### config.mk
export PLATFORM = sky130hd
export DESIGN_NAME = branch_resolve_unit
export DESIGN_NICKNAME = d
export VERILOG_FILES = /design/src/rtl/branch_resolve_unit.sv
export SDC_FILE = /design/constraint.sdc
export NUM_CORES = 1
export LEC_CHECK = 0
export BUFFER_PORTS_ARGS = -buffer_cell sky130_fd_sc_hd__clkbuf_2
export CORE_MARGIN = 1.5
export CORE_UTILIZATION = 36
export CTS_BUF_LIST = sky130_fd_sc_hd__clkbuf_16
export CTS_CLUSTER_DIAMETER = 200
export DETAILED_ROUTE_END_ITERATION = 16
export SYNTH_ARGS = -nofsm -noshare
export SYNTH_HDL_FRONTEND = slang
export SYNTH_SLANG_ARGS = --single-unit
### constraint.sdc
create_clock -name clk -period 9.3 [get_ports clk]
set_input_delay 2.79 -clock clk [delete_from_list [all_inputs] [get_ports clk]]
set_output_delay 2.79 -clock clk [all_outputs]
set_load 0.01 [all_outputs]
### src/rtl/branch_resolve_unit.sv
// Two-stage branch resolver: S1 captures the decode bundle, S2 holds the resolved result and redirect.
// Optional statistics counters are built only when BRANCH_STAT_EN is defined.
`ifndef ALU_SEL_JUMP_BRANCH
`define ALU_SEL_JUMP_BRANCH 3'b101
`endif
`ifndef JIRL_OPCODE
`define JIRL_OPCODE 6'b010011
`endif
`ifndef B_OPCODE
`define B_OPCODE 6'b010100
`endif
`ifndef BL_OPCODE
`define BL_OPCODE 6'b010101
`endif
`ifndef BEQ_OPCODE
`define BEQ_OPCODE 6'b010110
`endif
`ifndef BNE_OPCODE
`define BNE_OPCODE 6'b010111
`endif
`ifndef BLT_OPCODE
`define BLT_OPCODE 6'b011000
`endif
`ifndef BGE_OPCODE
`define BGE_OPCODE 6'b011001
`endif
`ifndef BLTU_OPCODE
`define BLTU_OPCODE 6'b011010
`endif
`ifndef BGEU_OPCODE
`define BGEU_OPCODE 6'b011011
`endif

module branch_resolve_unit (
  input  logic        clk,
  input  logic        rst,
  input  logic        valid_i,
  output logic        ready_o,
  input  logic [31:0] pc_i,
  input  logic [31:0] inst_i,
  input  logic [2:0]  alusel_i,
  input  logic [31:0] reg1_data_i,
  input  logic [31:0] reg2_data_i,
  input  logic [4:0]  reg_write_addr_i,
  input  logic        pred_taken_i,
  input  logic [31:0] pred_target_i,
  input  logic        flush_i,
  output logic        valid_o,
  input  logic        ready_i,
  output logic [31:0] pc_o,
  output logic        taken_o,
  output logic        wb_en_o,
  output logic [4:0]  wb_addr_o,
  output logic [31:0] wb_data_o,
  output logic        redirect_o,
  output logic [31:0] redirect_pc_o,
  output logic [31:0] br_total_o,
  output logic [31:0] br_miss_o
);

  logic        s1_v_r, s1_pred_taken_r;
  logic [31:0] s1_pc_r, s1_inst_r, s1_reg1_r, s1_reg2_r, s1_pred_target_r;
  logic [2:0]  s1_sel_r;
  logic [4:0]  s1_waddr_r;

  logic        s2_v_r, s2_taken_r, s2_wb_en_r, s2_miss_r;
  logic [31:0] s2_pc_r, s2_wb_data_r, s2_redirect_pc_r;
  logic [4:0]  s2_wb_addr_r;

  logic        s2_free_s, s2_fire_s, squash_s, accept_s, s2_load_s;
  logic [5:0]  op_s;
  logic [31:0] off16_s, off26_s, link_pc_s, target_s, redirect_pc_s;
  logic        eq_s, lt_s, ltu_s, is_br_s, taken_s, wb_en_s, miss_s;
  logic [4:0]  wb_addr_s;
  logic [31:0] wb_data_s;

  assign ready_o   = !s1_v_r || !s2_v_r || ready_i;
  assign s2_free_s = !s2_v_r || ready_i;
  assign s2_fire_s = s2_v_r && ready_i;
  // A mispredict leaving S2 makes everything younger (S1 and this cycle's input) wrong-path.
  assign squash_s  = s2_fire_s && s2_miss_r;
  assign accept_s  = valid_i && ready_o;
  assign s2_load_s = !flush_i && s2_free_s && s1_v_r && !squash_s;

  assign op_s      = s1_inst_r[31:26];
  assign off16_s   = {{14{s1_inst_r[25]}}, s1_inst_r[25:10], 2'b00};
  assign off26_s   = {{4{s1_inst_r[9]}}, s1_inst_r[9:0], s1_inst_r[25:10], 2'b00};
  assign link_pc_s = s1_pc_r + 32'd4;
  assign eq_s      = (s1_reg1_r == s1_reg2_r);
  assign lt_s      = ($signed(s1_reg1_r) < $signed(s1_reg2_r));
  assign ltu_s     = (s1_reg1_r < s1_reg2_r);

  // Resolve direction, target and link write-back of the bundle held in S1.
  always_comb begin
    is_br_s   = 1'b0;
    taken_s   = 1'b0;
    target_s  = s1_pc_r + off16_s;
    wb_en_s   = 1'b0;
    wb_addr_s = 5'd0;
    wb_data_s = 32'd0;
    if (s1_sel_r == `ALU_SEL_JUMP_BRANCH) begin
      is_br_s = 1'b1;
      case (op_s)
        `BEQ_OPCODE:  taken_s = eq_s;
        `BNE_OPCODE:  taken_s = !eq_s;
        `BLT_OPCODE:  taken_s = lt_s;
        `BGE_OPCODE:  taken_s = !lt_s;
        `BLTU_OPCODE: taken_s = ltu_s;
        `BGEU_OPCODE: taken_s = !ltu_s;
        `B_OPCODE: begin
          taken_s  = 1'b1;
          target_s = s1_pc_r + off26_s;
        end
        `BL_OPCODE: begin
          taken_s   = 1'b1;
          target_s  = s1_pc_r + off26_s;
          wb_en_s   = 1'b1;
          wb_addr_s = 5'd1;
          wb_data_s = link_pc_s;
        end
        `JIRL_OPCODE: begin
          taken_s   = 1'b1;
          target_s  = s1_reg1_r + off16_s;
          wb_en_s   = (s1_waddr_r != 5'd0);
          wb_addr_s = s1_waddr_r;
          wb_data_s = link_pc_s;
        end
        default: is_br_s = 1'b0;
      endcase
    end else begin
      is_br_s = 1'b0;
    end
  end

  assign miss_s        = is_br_s && ((taken_s != s1_pred_taken_r) ||
                                     (taken_s && (target_s != s1_pred_target_r)));
  assign redirect_pc_s = taken_s ? target_s : link_pc_s;

  // S1 operand capture stage.
  always_ff @(posedge clk) begin
    if (rst) begin
      s1_v_r           <= 1'b0;
      s1_pc_r          <= 32'd0;
      s1_inst_r        <= 32'd0;
      s1_sel_r         <= 3'd0;
      s1_reg1_r        <= 32'd0;
      s1_reg2_r        <= 32'd0;
      s1_waddr_r       <= 5'd0;
      s1_pred_taken_r  <= 1'b0;
      s1_pred_target_r <= 32'd0;
    end else if (flush_i || squash_s) begin
      s1_v_r <= 1'b0;
    end else if (accept_s) begin
      s1_v_r           <= 1'b1;
      s1_pc_r          <= pc_i;
      s1_inst_r        <= inst_i;
      s1_sel_r         <= alusel_i;
      s1_reg1_r        <= reg1_data_i;
      s1_reg2_r        <= reg2_data_i;
      s1_waddr_r       <= reg_write_addr_i;
      s1_pred_taken_r  <= pred_taken_i;
      s1_pred_target_r <= pred_target_i;
    end else if (s2_free_s) begin
      s1_v_r <= 1'b0;
    end
  end

  // S2 resolved-result stage; payload only changes when a live bundle moves in.
  always_ff @(posedge clk) begin
    if (rst) begin
      s2_v_r           <= 1'b0;
      s2_pc_r          <= 32'd0;
      s2_taken_r       <= 1'b0;
      s2_wb_en_r       <= 1'b0;
      s2_wb_addr_r     <= 5'd0;
      s2_wb_data_r     <= 32'd0;
      s2_miss_r        <= 1'b0;
      s2_redirect_pc_r <= 32'd0;
    end else if (flush_i) begin
      s2_v_r <= 1'b0;
    end else if (s2_free_s) begin
      s2_v_r <= s2_load_s;
      if (s2_load_s) begin
        s2_pc_r          <= s1_pc_r;
        s2_taken_r       <= taken_s;
        s2_wb_en_r       <= wb_en_s;
        s2_wb_addr_r     <= wb_addr_s;
        s2_wb_data_r     <= wb_data_s;
        s2_miss_r        <= miss_s;
        s2_redirect_pc_r <= redirect_pc_s;
      end
    end
  end

  assign valid_o       = s2_v_r;
  assign pc_o          = s2_pc_r;
  assign taken_o       = s2_taken_r;
  assign wb_en_o       = s2_wb_en_r;
  assign wb_addr_o     = s2_wb_addr_r;
  assign wb_data_o     = s2_wb_data_r;
  assign redirect_o    = s2_v_r && s2_miss_r && ready_i && !flush_i && !rst;
  assign redirect_pc_o = redirect_o ? s2_redirect_pc_r : 32'd0;

`ifdef BRANCH_STAT_EN
  logic        s2_is_br_r;
  logic [31:0] br_total_r, br_miss_r;

  // Branch-class tag travelling alongside the S2 payload.
  always_ff @(posedge clk) begin
    if (rst) begin
      s2_is_br_r <= 1'b0;
    end else if (s2_load_s) begin
      s2_is_br_r <= is_br_s;
    end
  end

  // Saturating statistics; flush never clears them.
  always_ff @(posedge clk) begin
    if (rst) begin
      br_total_r <= 32'd0;
      br_miss_r  <= 32'd0;
    end else begin
      if (s2_fire_s && s2_is_br_r && !flush_i && (br_total_r != 32'hFFFF_FFFF))
        br_total_r <= br_total_r + 32'd1;
      if (redirect_o && (br_miss_r != 32'hFFFF_FFFF))
        br_miss_r <= br_miss_r + 32'd1;
    end
  end

  assign br_total_o = br_total_r;
  assign br_miss_o  = br_miss_r;
`else
  assign br_total_o = 32'd0;
  assign br_miss_o  = 32'd0;
`endif

endmodule

==> results of run 1 <==
==> per-layer routing <==
| metal | track usage [%] | share of wire (%) | vias to the layer above |
|---|---|---|---|
| met5 | 0 | 0 | - |
| met1 | 34.9 | 50 | 7489 |
| li1 | - | - | 7967 |
| met4 | 4.67 | 1.6 | 0 |
| met3 | 2.30 | 5.6 | 60 |
| met2 | 35.1 | 42 | 493 |
==> critical path, cell delays in order <==
cell and delay (ns):
clkbuf_8 0.38, nor4_2 0.32, buf_4 0.37, and2_1 0.20
clkbuf_2 0.13
==> registers in the layout, indices dropped and copies added (netlist names), 3 cells and up <==
name	count
pc_o	32
s1_inst_r	32
s1_pc_r	32
s1_pred_target_r	32
s1_reg1_r	32
s1_reg2_r	32
s2_redirect_pc_r	32
wb_data_o	32
s1_waddr_r	5
wb_addr_o	5
s1_sel_r	3
==> through the flow <==
| step | std cells | hold slack, ns | power [W] | worst slack [ns] |
|---|---|---|---|---|
| 2_1_floorplan | 2279 | 0.427 | 0.00155 | 2.68 |
| 3_3_place_gp | 2988 | 0.444 | 0.00167 | 2.31 |
| 3_5_place_dp | 2988 | 0.447 | 0.00167 | 2.24 |
| 4_1_cts | 3041 | 0.455 | 0.00284 | 2.24 |
| 5_1_grt | 3041 | 0.474 | 0.00295 | 2.11 |
| 6_report | 3042 | 0.453 | 0.00283 | 2.25 |
==> where the power goes <==
group / switching (W) / internal (W)
Combinational: 0.000240 / 0.000145
Clock: 0.000510 / 0.000667
Sequential: 0.0000510 / 0.00121
Total: 0.000801 / 0.00203
==> kinds of logic (layout without fill, tap and decap cells) <==
family,Yosys count,in the layout,synth area share (%)
and+or+nand+nor,849,849,22.1
AOI/OAI and AO/OA,594,594,21.9
DFF,275,275,33.1
buffers and inverters,247,409,7.05
xor gates and xnor gates,127,127,6.77
adders and majority gates,106,106,8.05
muxes,17,17,1.04
other,1,65,0.0225
==> final cells by class <==
type                            instances  area, um2  area share (%)
Tap cell                              600        751            3.91
Timing Repair Buffer                  298       1550            8.05
Multi-Input combinational cell       1757      10200            53.3
Sequential cell                       275       5510            28.6
Antenna cell                            1       2.50          0.0130
Inverter                               58        218            1.13
Clock inverter                         23        200            1.04
Clock buffer                           30        751            3.91
==> synth_stat cells, drive strengths merged (20+ instances only) <==
| library cell | number | share of area (%) |
|---|---|---|
| a211oi | 20 | 0.93 |
| a21o | 29 | 1.3 |
| a21oi | 318 | 9.6 |
| a22oi | 45 | 2.0 |
| and2 | 40 | 1.5 |
| buf | 75 | 3.2 |
| clkbuf | 114 | 2.6 |
| dfxtp | 275 | 33 |
| ha | 104 | 7.8 |
| inv | 58 | 1.3 |
| nand2 | 517 | 12 |
| nand3 | 45 | 1.4 |
| nand4 | 28 | 1.1 |
| nor2 | 118 | 2.7 |
| nor3 | 26 | 0.78 |
| o21ai | 65 | 2.0 |
| xnor2 | 73 | 3.8 |
| xor2 | 53 | 2.8 |
==> worst paths after layout <==
path	depth (start not counted)	endpoint	from
worst max-delay path	5	redirect_pc_o[20]	rst
worst min-delay path	2	s1_reg2_r[23]	s1_reg2_r[23]
worst max register to register	15	s2_miss_r	s1_pc_r[2]
worst min register to register	2	s1_reg2_r[23]	s1_reg2_r[23]
==> summary.md, run 1 <==
| Metric | Value |
|---|---|
| Power per cell area | 147 mW/mm2 |
| CTS buffer count | 30 |
| Worst Path Max Fanout | 114 |
| Final Wtd Congestion | 0.907 |
| Final setup viols | 0 |
| Util after Layout | 42.3% |
| First-pass GRT wire length | 85,900 um |
| Final wirelength | 56,600 um |
| Die area | 0.0476 mm2 |
| Initial DRC Count | 1,263 |
| I/O pin cnt | 344 |
| Initial antenna violation count | 2 |
| Global route overflow | 0 |
| Clock transition at the registers of the reported paths | 0.06 ns |
| Area Growth Syn to Fin | 15.4% |
| Period utilization | 75.8% |
| Number of fill cells | 4,802 |
| Root buffer cell | clkbuf_16 |
| Row count | 78 |
| Leak | 8.12 nW |
| Most frequent cells in the layout | nand2_1 (517), a21oi_1 (318), clkbuf_2 (278) |
| Largest net degree at the start of global routing | 115 |
| Finished Cell Area | 0.0192 mm2 |
| Syn Area/Cell | 7.52 um2 |
| Clk_skew | 0.0180 ns |
| Startpoint types | input port |
| Hold_buf cts | 0 |
| Number of synthesized flops with an enable pin | 0 |
| Share of layout cells above drive strength 1 | 14.9% |
| Maximum VDD drop | 0.116 mV |
| CTS Sinks | 275 |
| Slew Viols, Final | 0 |
| CP Data Arrival Time | 4.26 ns |
| Relative slew margins | 11.2% |
| Initial Util | 36.6% |
| Status | finished, final reports clean |
| Asr flop ratio synth | 0% |
| Post-Syn Instances | 2,216 |
| Core ar. | 0.0455 mm2 |
| Worst-Margin Slew | 1.33 ns |
| Flop-to-flop setup slack | 4.53 ns |
| CP required | 6.51 ns |
| Seq/Total Area, Yosys | 33.1% |
| Post-layout min period | 7.05 ns |
| Yosys warning count | 0 |
| RSZ-0062 raised after global routing | false |
| Max_cap viols | 0 |
| Avg WL per Cell | 18.6 um |
| Skew-Pair Late Insertion Delay | 0.59 ns |
| Die Wd | 218 um |
| Setup Fix Bufs, Post-CTS | 0 |
| DR vias | 16,000 |
| Nets | 2,700 |
| Ys flop type | dfxtp_1 |
| CTS tree | yes |
| Crit Path Class | in2out |
| DRC violation count after routing | 0 |
| Mapped Area | 0.0167 mm2 |
| Final HPWL DP | 43,200 um |
| Crit end category | output pin |
| CTS H-tree depth | 1 |
| Antenna Nets Post-Route | 0 |
| Vias per cell | 5.26 |
| Worst Hold Class | reg2reg |
| Die span in y | 218 um |
| Final hold violations | 0 |
| Vias in the first global route | 15,000 |
| I/O Buffers | 279 |
| DR pass1 iterations | 5 |
| Count of different cell masters after synthesis | 74 |
| Max frequency | 0.142 GHz |
| Setup TNS | 0 ns |
| Clock buffer depth | 3 |
| FF+latch count, synth | 275 |
| Post-CTS resize count | 0 |
| Most common cell after layout, fill and taps aside | nand2_1 |
| Total track usage | 23.1% |
| Placed cell area | 0.0183 mm2 |
(Power assumes the default switching activity.)
==> run 2: changes to the inputs <==
==> constraint.sdc (replaced) <==
create_clock -name clk -period 6.9 [get_ports clk]
set_input_delay 2.07 -clock clk [delete_from_list [all_inputs] [get_ports clk]]
set_output_delay 2.07 -clock clk [all_outputs]
set_load 0.01 [all_outputs]
==> summary.md, run 2 (synthesis gave the netlist of run 1 again) <==
| Metric | Value |
|---|---|
| Die area | 0.0476 mm2 |
| Skew-Pair Late Insertion Delay | 0.58 ns |
| First-pass GRT wire length | 86,500 um |
| Clock transition at the registers of the reported paths | 0.06 ns |
| Antenna Nets Post-Route | 0 |
| Die span in y | 218 um |
| Core ar. | 0.0455 mm2 |
| DR pass1 iterations | 5 |
| Area Growth Syn to Fin | 15.1% |
| Most common cell after layout, fill and taps aside | nand2_1 |
| Post-layout min period | 5.37 ns |
| Placed cell area | 0.0183 mm2 |
| Worst Hold Slack | 0.452 ns |
| Post-CTS resize count | 0 |
| Status | finished, final reports clean |
| Most frequent cells in the layout | nand2_1 (517), a21oi_1 (318), clkbuf_2 (278) |
| M2 GR Usage | 35.1% |
| Final hold violations | 0 |
| Slew Viols, Final | 0 |
| Finished Cell Area | 0.0192 mm2 |
| Maximum VDD drop | 0.164 mV |
| Max_cap viols | 0 |
| Final wirelength | 57,400 um |
| Worst Path Max Fanout | 42 |
| Largest net degree at the start of global routing | 110 |
| Util after Layout | 42.2% |
| Gr busiest metal | met2 |
| Initial antenna violation count | 4 |
| Vias per cell | 5.32 |
| Leak | 8.11 nW |
| CTS tree | yes |
| Met3 Use GR | 4.02% |
| Root buffer cell | clkbuf_16 |
| CP required | 4.83 ns |
| CTS H-tree depth | 1 |
| I/O pin cnt | 344 |
| Worst-Margin Slew | 1.14 ns |
| Power per cell area | 193 mW/mm2 |
| Initial Util | 36.6% |
| Vias in the first global route | 15,200 |
| Clock buffer depth | 3 |
| Initial DRC Count | 1,406 |
| Share of layout cells above drive strength 1 | 14.7% |
| CTS Sinks | 275 |
| I/O Buffers | 279 |
| Setup TNS | 0 ns |
| Total track usage | 23.3% |
| Antenna Cells | 0 |
| Met1 Track Usage GR | 34.5% |
| CP Data Arrival Time | 3.30 ns |
| DR vias | 16,200 |
| Worst Hold Class | reg2reg |
| Period utilization | 77.9% |
| Crit Path Class | in2out |
| DRC violation count after routing | 0 |
| Final setup viols | 0 |
| Final Wtd Congestion | 0.926 |
| Global route overflow | 0 |
| Crit end category | output pin |
| Nets | 2,702 |
| Max frequency | 0.186 GHz |
| Setup Fix Bufs, Post-CTS | 0 |
| Relative slew margins | 23.4% |
| Die Wd | 218 um |
| Avg WL per Cell | 18.9 um |
| CTS buffer count | 30 |
| Final HPWL DP | 44,400 um |
| Row count | 78 |
| Hold_buf cts | 0 |
| Startpoint types | input port |
| RSZ-0062 raised after global routing | false |
| Clk_skew | 0.0235 ns |
-- run 2: cell types whose count changed in the layout (fill, tap and decap cells not counted), sizes merged --
cell / delta
diode: -1
clkinvlp: -2
inv: +3
buf: +2
bufinv: -2
-- run 2: final timing paths --
| check | from | endpoint | slack, ns | depth (start not counted) |
|---|---|---|---|---|
| hold reg to reg | pc_o[26] | pc_o[26] | 0.45 | 2 |
| setup reg to reg | s1_reg1_r[31] | s2_redirect_pc_r[16] | 2.48 | 12 |
| hold / removal | pc_o[26] | pc_o[26] | 0.45 | 2 |
| setup / recovery | rst | redirect_pc_o[15] | 1.53 | 5 |
-- run 2: per-layer routing --
| layer | wire length (um) | up-vias |
|---|---|---|
| met5 | 27 | - |
| met4 | 1210 | 4 |
| met3 | 4060 | 73 |
| met2 | 24000 | 565 |
| met1 | 28100 | 7558 |
| li1 | - | 7992 |
-- run 2: cell type report --
type	instances	area, um2
Fill cell	4796	26300
Clock buffer	30	751
Clock inverter	22	134
Tap cell	600	751
Multi-Input combinational cell	1757	10200
Inverter	58	218
Sequential cell	275	5510
Timing Repair Buffer	300	1560
-- run 2: critical path, stage by stage --
cell      delay (ns)
clkbuf_8        0.22
nor4_2          0.26
buf_4           0.37
and2_1          0.21
clkbuf_2        0.13
-- run 2: stage by stage --
stage	power, W	setup WS, ns	cells
6_report	0.00370	1.53	3042
5_1_grt	0.00387	1.42	3042
4_1_cts	0.00373	1.53	3042
3_5_place_dp	0.00226	1.53	2990
3_3_place_gp	0.00225	1.60	2990
2_1_floorplan	0.00209	1.72	2279
-- run 2: report_power, final --
group | internal [W] | total (W) | switching (W)
Combinational | 0.000197 | 0.000523 | 0.000326
Sequential | 0.00164 | 0.00171 | 0.0000688
Clock | 0.000820 | 0.00148 | 0.000656
==> run 3: changes to the inputs <==
==> constraint.sdc (replaced) <==
create_clock -name clk -period 5.3 [get_ports clk]
set_input_delay 1.59 -clock clk [delete_from_list [all_inputs] [get_ports clk]]
set_output_delay 1.59 -clock clk [all_outputs]
set_load 0.01 [all_outputs]
==> summary.md, run 3 (synthesis gave the netlist of run 1 again) <==
| Metric | Value |
|---|---|
| Status | finished, final reports clean |
| Setup TNS | 0 ns |
| Worst-Margin Slew | 1.12 ns |
| CTS H-tree depth | 1 |
| Total power | 0.00521 W |
| Row count | 78 |
| Slew Viols, Final | 0 |
| Initial antenna violation count | 2 |
| Final wirelength | 58,900 um |
| Total track usage | 23.9% |
| Clock transition at the registers of the reported paths | 0.06 ns |
| I/O Buffers | 279 |
| Vias in the first global route | 15,300 |
| CP required | 3.71 ns |
| DR vias | 16,300 |
| Antenna Nets Post-Route | 0 |
| Clock buffer depth | 3 |
| DRC violation count after routing | 0 |
| Hold_buf cts | 0 |
| Hold path endpoint | s1_reg2_r[12] |
| Placed Cells | 2,996 |
| Slowest stage cell, crit path | buf_4 |
| Most frequent cells in the layout | nand2_1 (517), a21oi_1 (318), clkbuf_2 (278) |
| I/O pin cnt | 344 |
| Final Wtd Congestion | 0.916 |
| Skew-Pair Late Insertion Delay | 0.61 ns |
| Global route overflow | 0 |
| Root buffer cell | clkbuf_16 |
| Non-filler instance count after layout | 3,056 |
| Leak | 8.24 nW |
| Nets | 2,709 |
| CTS tree | yes |
| Hold_sp | s1_reg2_r[12] |
| Final setup viols | 0 |
| RSZ-0062 raised after global routing | false |
| Max frequency | 0.226 GHz |
| Vias per cell | 5.34 |
| Area Growth Syn to Fin | 16.7% |
| CTS buffer count | 31 |
| Startpoint types | input port |
| CP peak stage delay | 0.37 ns |
| Util after Layout | 42.7% |
| Post-CTS resize count | 0 |
| Initial DRC Count | 1,219 |
| Crit Path Class | in2out |
| DR pass1 iterations | 5 |
| Max_cap viols | 0 |
| Final HPWL DP | 45,100 um |
| Setup Fix Bufs, Post-CTS | 0 |
| Cells along the critical path | clkbuf_8 > nor4_2 > buf_4 > and2_1 > clkbuf_2 |
| Avg WL per Cell | 19.3 um |
| Post-layout min period | 4.42 ns |
| Maximum VDD drop | 0.223 mV |
| Flop-to-flop setup slack | 1.02 ns |
| Final hold violations | 0 |
| Clk_skew | 0.0243 ns |
| Core ar. | 0.0455 mm2 |
| Reg2Reg Launch Point | s1_pc_r[2] |
| Worst hold path depth | 2 |
| Die area | 0.0476 mm2 |
| Die Wd | 218 um |
| Period utilization | 83.4% |
| Largest net degree at the start of global routing | 107 |
| Relative slew margins | 24.3% |
| Share of layout cells above drive strength 1 | 15.4% |
| Most common cell after layout, fill and taps aside | nand2_1 |
| CP Data Arrival Time | 2.83 ns |
| Initial Util | 36.6% |
| R2r worst-path depth | 16 |
| Reg-to-reg endpoint | s2_miss_r |
| Worst Hold Slack | 0.453 ns |
| Worst Path Max Fanout | 54 |
| Die span in y | 218 um |
| CTS Sinks | 275 |
| Worst Hold Class | reg2reg |
| Power per cell area | 268 mW/mm2 |
| First-pass GRT wire length | 88,300 um |
| Crit end category | output pin |
run 3: changes by cell type in the layout (fill, tap and decap cells not counted), moves of 2 or more:
cell	before	now
clkinv_2	3	8
inv_1	64	62
diode_2	0	2
buf_4	21	26
clkinv_1	9	4
inv_6	1	3
bufinv_16	1	6
run 3: worst max-delay path by stage:
stage          startpoint                 to  cells after the start
2_1_floorplan     ready_i  redirect_pc_o[22]                      4
3_3_place_gp          rst  redirect_pc_o[29]                      5
3_5_place_dp          rst  redirect_pc_o[27]                      5
4_1_cts               rst  redirect_pc_o[27]                      5
5_1_grt               rst  redirect_pc_o[22]                      5
6_report              rst  redirect_pc_o[25]                      5
run 3: per-layer routing:
| metal | track usage [%] | routed length [um] | vias to the layer above |
|---|---|---|---|
| li1 | - | - | 7987 |
| met1 | 35.5 | 28400 | 7651 |
| met2 | 36.3 | 24900 | 602 |
| met3 | 2.80 | 4290 | 70 |
| met4 | 6.32 | 1300 | 0 |
| met5 | 0 | 0 | - |
run 3: per-stage QoR:
| step | cell area (um2) | setup slack, ns |
|---|---|---|
| 2_1_floorplan | 16900 | 1.08 |
| 3_3_place_gp | 18300 | 0.922 |
| 3_5_place_dp | 18300 | 0.851 |
| 4_1_cts | 19400 | 0.856 |
| 5_1_grt | 19400 | 0.754 |
| 6_report | 19400 | 0.880 |
run 3: critical path: cells and delay by family:
kind	cells	cell delay [ns]
buf+inv	3	0.75
simple gates	2	0.45
run 3: area by class of cell:
class / instances / area [um2]
sequential: 275 / 5510
tap: 600 / 751
fill: 4768 / 26100
clock inverter: 27 / 305
timing repair buffer: 306 / 1620
antenna: 2 / 5.00
clock buffer: 31 / 776
inverter: 58 / 218
multi-input combinational: 1757 / 10200
run 3: where the power goes:
part / internal (W) / switching (W)
logic: 0.000257 / 0.000430
clock network: 0.00137 / 0.000938
registers: 0.00213 / 0.0000893
